File: config.mk
export PLATFORM = sky130hd
export DESIGN_NAME = seq_detect_prog
export DESIGN_NICKNAME = d
export VERILOG_FILES = /design/src/rtl/seq_detect_pkg.sv /design/src/rtl/sat_counter.sv /design/src/rtl/seq_detect_prog.sv
export SDC_FILE = /design/constraint.sdc
export NUM_CORES = 1
export LEC_CHECK = 0
export BUFFER_PORTS_ARGS = -buffer_cell sky130_fd_sc_hd__buf_4
export CAP_MARGIN = 25
export CORE_ASPECT_RATIO = 1.2
export CORE_MARGIN = 2
export CORE_UTILIZATION = 55
export CTS_CLUSTER_DIAMETER = 100
export DETAILED_ROUTE_END_ITERATION = 10
export GPL_ROUTABILITY_DRIVEN = 0
export GPL_TIMING_DRIVEN = 0
export PLACE_DENSITY = 0.81
export SLEW_MARGIN = 20
export SYNTH_ARGS = -nofsm -noshare
export SYNTH_HDL_FRONTEND = slang
export SYNTH_SLANG_ARGS = --single-unit
export TNS_END_PERCENT = 20
File: constraint.sdc
create_clock -name clk -period 3.45 [get_ports clk]
set_input_delay 0.5175 -clock clk [delete_from_list [all_inputs] [get_ports clk]]
set_output_delay 0.5175 -clock clk [all_outputs]
set_load 0.1 [all_outputs]
File: src/rtl/seq_detect_pkg.sv
// seq_detect_pkg: shared types, defaults and helpers for the programmable sequence detector
package seq_detect_pkg;
    typedef enum logic [1:0] {EMPTY, PARTIAL, ARMED} fill_state_e;
    localparam int DEF_MAX_LEN = 8;
    localparam int DEF_CNT_W = 16;
    function automatic int len_width(input int max_len);
        return $clog2(max_len + 1);
    endfunction
    function automatic fill_state_e fill_state(input int fill, input int len);
        return fill == 0 ? EMPTY : fill >= len ? ARMED : PARTIAL;
    endfunction
endpackage

File: src/rtl/sat_counter.sv
// sat_counter: saturating up-counter; clr with inc loads 1
module sat_counter #(
    parameter int CNT_W = 16
) (
    input  logic             clk,
    input  logic             rst,
    input  logic             inc,
    input  logic             clr,
    output logic [CNT_W-1:0] q
);
    always_ff @(posedge clk or posedge rst)
        if (rst) q <= '0;
        else     q <= clr ? CNT_W'(inc) : inc && !(&q) ? q + CNT_W'(1) : q;
endmodule

File: src/rtl/seq_detect_prog.sv
// seq_detect_prog: runtime-programmable serial pattern detector with saturating match count
module seq_detect_prog
    import seq_detect_pkg::*;
#(
    parameter int                 MAX_LEN     = DEF_MAX_LEN,
    parameter int                 LEN_W       = len_width(MAX_LEN),
    parameter int                 CNT_W       = DEF_CNT_W,
    parameter logic [MAX_LEN-1:0] RST_PATTERN = MAX_LEN'('h0F),
    parameter int                 RST_LEN     = 4,
    parameter logic               RST_OVERLAP = 1'b0
) (
    input  logic               clk,
    input  logic               rst,
    input  logic               en,
    input  logic               din_valid,
    input  logic               din,
    input  logic               cfg_we,
    input  logic [MAX_LEN-1:0] cfg_pattern,
    input  logic [LEN_W-1:0]   cfg_len,
    input  logic               cfg_overlap,
    input  logic               cnt_clr,
    output logic               y,
    output logic [CNT_W-1:0]   match_cnt,
    output logic               cfg_err
);
    logic [MAX_LEN-1:0] pattern, hist, hist_next, len_mask;
    logic [LEN_W-1:0]   len, fill, fill_next;
    logic [LEN_W:0]     fill_inc;
    logic               overlap, accept, cfg_ok, cfg_load, match;
    fill_state_e        st;

    // A config strobe always steals the cycle, so the stream bit is dropped.
    always_comb begin
        accept    = en & din_valid & ~cfg_we;
        cfg_ok    = cfg_len != '0 && cfg_len <= LEN_W'(MAX_LEN);
        cfg_load  = cfg_we & cfg_ok;
        hist_next = {hist[MAX_LEN-2:0], din};
        len_mask  = ~({MAX_LEN{1'b1}} << len);
        fill_inc  = {1'b0, fill} + (LEN_W+1)'(1);
        st        = fill_state(int'(fill), int'(len));
        match     = accept && fill_inc >= {1'b0, len} && ((hist_next ^ pattern) & len_mask) == '0;
        fill_next = match && !overlap ? '0 : st == ARMED ? len : fill_inc[LEN_W-1:0];
    end

    always_ff @(posedge clk or posedge rst)
        if (rst) begin
            pattern <= RST_PATTERN;
            len     <= LEN_W'(RST_LEN);
            overlap <= RST_OVERLAP;
            hist    <= '0;
            fill    <= '0;
            y       <= 1'b0;
            cfg_err <= 1'b0;
        end else begin
            y       <= match;
            cfg_err <= cfg_we & ~cfg_ok;
            if (cfg_load) begin
                pattern <= cfg_pattern;
                len     <= cfg_len;
                overlap <= cfg_overlap;
                hist    <= '0;
                fill    <= '0;
            end else if (accept) begin
                hist <= hist_next;
                fill <= fill_next;
            end
        end

    sat_counter #(.CNT_W(CNT_W)) u_cnt (
        .clk (clk),
        .rst (rst),
        .inc (match),
        .clr (cnt_clr | cfg_load),
        .q   (match_cnt)
    );
endmodule
==> impl_metrics.json <==
{
  "start_kind": "flip-flop",
  "register_to_register_setup_slack_ns": 0.54,
  "ys_seq_area_share_pct": 44.73,
  "area.growth.synth_to_final_pct": 19.59,
  "numCtsBuffers": 5,
  "end_kind": "flip-flop",
  "drt-total-wl_um": 5105,
  "worst_r2r_endpoint": "u_cnt.q[9]",
  "reg2regPathDepth": 11,
  "fp.dieW_um": 63.84,
  "insertedDiodeCount": 0,
  "cts_max_path_buffers": 2,
  "syn_area_per_cell_um2": 9.647,
  "cpMaxStageDelayCell": "dfrtp_1",
  "critPathRequiredTime_ns": 3.67,
  "detailed_place.area_mm2": 0.002731,
  "synth_edf_count": 0,
  "worstSkewPairLatency_ns": 0.30,
  "timing.final.max_slew_violations": 0,
  "clock_tree.htree_level_count": 2,
  "most_common_cell_after_layout_fill_and_taps_aside": "buf_4",
  "synth_warnings": 0,
  "core.rowCount": 26,
  "tightest_pin_transition_ns": 0.8299,
  "root_buffer": "clkbuf_8",
  "grt_antenna_before_repair": 0,
  "cts_post_setup_buffers_inserted": 0,
  "synth_xor_xnor_area_share_pct": 4.076,
  "outcome": "finished clean",
  "synthMuxAreaShare_pct": 7.411,
  "tritoncts": "built",
  "rsz0062_at_grt": "no",
  "hold_violations": 0,
  "synth_fp_nets": 276,
  "cts.clk_slew.worst_paths_ns": 0.08,
  "static-leakage-power_nw": 1.248,
  "timing.critical_path.slowest_cell_delay_ns": 0.41,
  "route.detailed.wl_per_inst_um": 14.71,
  "maxCapViolCount": 0,
  "finalSetupViolations": 0,
  "die_span_y_um": 75.81,
  "ys_dominant_reg_cell": "dfrtp_1",
  "largest_family_of_logic_cells_by_synthesized_area": "simple AND/OR/NAND/NOR gates",
  "final.setup.tns_ns": 0,
  "post-route-drc-count": 0,
  "async_set_or_reset_flop_fraction_in_the_synthesized_netlist_pct": 100.0,
  "globalRouteOverflowTotal": 0,
  "synthCells": 245,
  "worst-path-max-fanout": 10,
  "floorplan.die_area_mm2": 0.004840,
  "clock-sinks": 42,
  "post_synth_and_or_nand_nor_area_fraction_pct": 17.73,
  "place_ws_ns": 0.4194,
  "grt_max_degree": 32,
  "core_area_mm2": 0.004197,
  "final_total_power_mw": 1.155,
  "final_cell_mix": "buf_4 (38), dfrtp_1 (37), nand2_1 (26)",
  "nFillCells": 342,
  "timing_worst_setup_path_type": "reg2reg",
  "period_share_pct": 84.22,
  "ir_worst_vdd_v": 0.0003065,
  "design.portCount": 38,
  "postSynthRegisterBits": 42,
  "post_synthesis_instance_area_mm2": 0.002364,
  "power_density_mw_per_mm2": 408.5,
  "drtAntennaViolNets": 0,
  "track_usage_pct": 23.41,
  "first_iter_violations": 148,
  "initial_core_util_pct": 56.32,
  "cts.repair.resized": 0,
  "first_pass_grt_wire_length_um": 8749,
  "place.port_buffers": 37,
  "crit_arrival_ns": 3.13,
  "finalInstanceArea_mm2": 0.002826,
  "grt_pass1_vias": 1933,
  "hpwl_um": 3766,
  "post_layout_minimum_cycle_time_ns": 2.906,
  "max_clock_skew_ns": 0.005340,
  "total_nets_final": 321,
  "yosysUniqueCellTypes": 36,
  "routed_via_density": 5.720,
  "final_layout_size_suffix_gt1_share_pct": 24.05,
  "finalHoldWorstSlack_ns": 0.1512,
  "synth-compound-area-share_pct": 15.35,
  "clock.fmax_mhz": 344.2,
  "crit-reg2reg-launch": "fill[0]",
  "critical_path.cell_chain": "inv_1 -> ha_1 -> ha_1 -> a211oi_1 -> o21a_1 -> or3_1 -> buf_2 -> clkbuf_1 -> clkbuf_1 -> o21ai_0 -> a21oi_1",
  "max-slew-margin-rel_pct": 44.20,
  "vias": 1985,
  "post_layout_worst_setup_margin_ns": 0.5443,
  "synthAdderAreaFrac_pct": 5.823,
  "hp-class": "in2async",
  "first_pass_drt_iterations": 4,
  "hold_bufs_at_cts": 0
}
worst max-delay path by stage:
stage | startpoint | endpoint | slack (ns)
final | fill[0] | u_cnt.q[9] | 0.54
after global routing | fill[0] | u_cnt.q[12] | 0.22
after floorplan | fill[0] | u_cnt.q[0] | 0.85
after global placement | cfg_we | u_cnt.q[0] | 0.44
after detailed placement | cfg_we | u_cnt.q[0] | 0.42
after CTS | fill[0] | u_cnt.q[2] | 0.52
sequential cells by signal (all words and copies together) (netlist names):
| name | cells |
|---|---|
| overlap | 1 |
| u_cnt.q | 16 |
| cfg_err | 1 |
| pattern | 8 |
| hist | 7 |
| y | 1 |
| len | 4 |
| fill | 4 |
worst max-delay path, delay by kind of cell, from the launching register on:
family	cells	cell delay (ns)
adders and majority gates	2	0.59
AOI/OAI and AO/OA	4	0.69
and+or+nand+nor	1	0.11
buffers and inverters	4	1.04
DFF	1	0.41
where the power goes:
part           switching [mW]  internal (mW)
clock network           0.177          0.161
registers              0.0326          0.537
logic                   0.130          0.118
total                   0.339          0.815
per-layer routing:
layer  wire length [um]  track usage, %  up-vias
met4                130           12.08        0
li1                   -               -      978
met1               2175           27.74      947
met2               2628           41.55       47
met5                  0               0        -
met3                170           3.840       13
Yosys cell counts, types with 2 or more instances:
cell	instances	area share (%)
a211oi_1	2	0.64
a21oi_1	22	4.7
and2_1	2	0.53
and3_1	4	1.1
and4_1	3	1.1
buf_2	2	0.42
buf_6	3	1.4
clkbuf_1	9	1.4
dfrtp_1	37	39
dfstp_2	5	5.6
ha_1	11	5.8
inv_1	8	1.3
mux2_2	12	5.7
mux2i_1	4	1.7
nand2_1	26	4.1
nand2b_1	2	0.53
nand3_1	11	2.3
nand4_1	5	1.3
nor2_1	6	0.95
nor3_1	2	0.42
o211ai_1	3	0.95
o21ai_0	22	4.7
o221ai_1	2	0.74
o31ai_1	6	1.9
o41ai_1	2	0.74
or3_1	7	1.9
or4_1	9	2.9
xnor2_1	9	3.3
xor2_1	2	0.74
final cells by class:
type / count / area, um2 / share of cell area [%]
buffer: 15 / 85.08 / 3.010
tap: 56 / 70.07 / 2.479
timing repair buffer: 38 / 297.8 / 10.54
sequential: 42 / 1057 / 37.41
inverter: 8 / 30.03 / 1.062
multi-input combinational: 180 / 1191 / 42.14
clock inverter: 2 / 12.51 / 0.4427
clock buffer: 6 / 82.58 / 2.922
cell families (layout without fill, tap and decap cells):
kind of cell	count (synthesis)	in the layout
fa+ha+maj	11	11
mux	16	16
flops	42	42
simple gates	79	79
xor+xnor	11	11
buf+inv	23	69
compound gates	63	63
per-stage QoR:
step | util, % | instances
2_1_floorplan | - | 245
3_3_place_gp | 64.61 | 338
3_5_place_dp | 65.09 | 339
4_1_cts | 67.35 | 347
5_1_grt | 67.35 | 347
6_report | 67.35 | 347
Note: power is estimated with default switching activity, not from simulation.
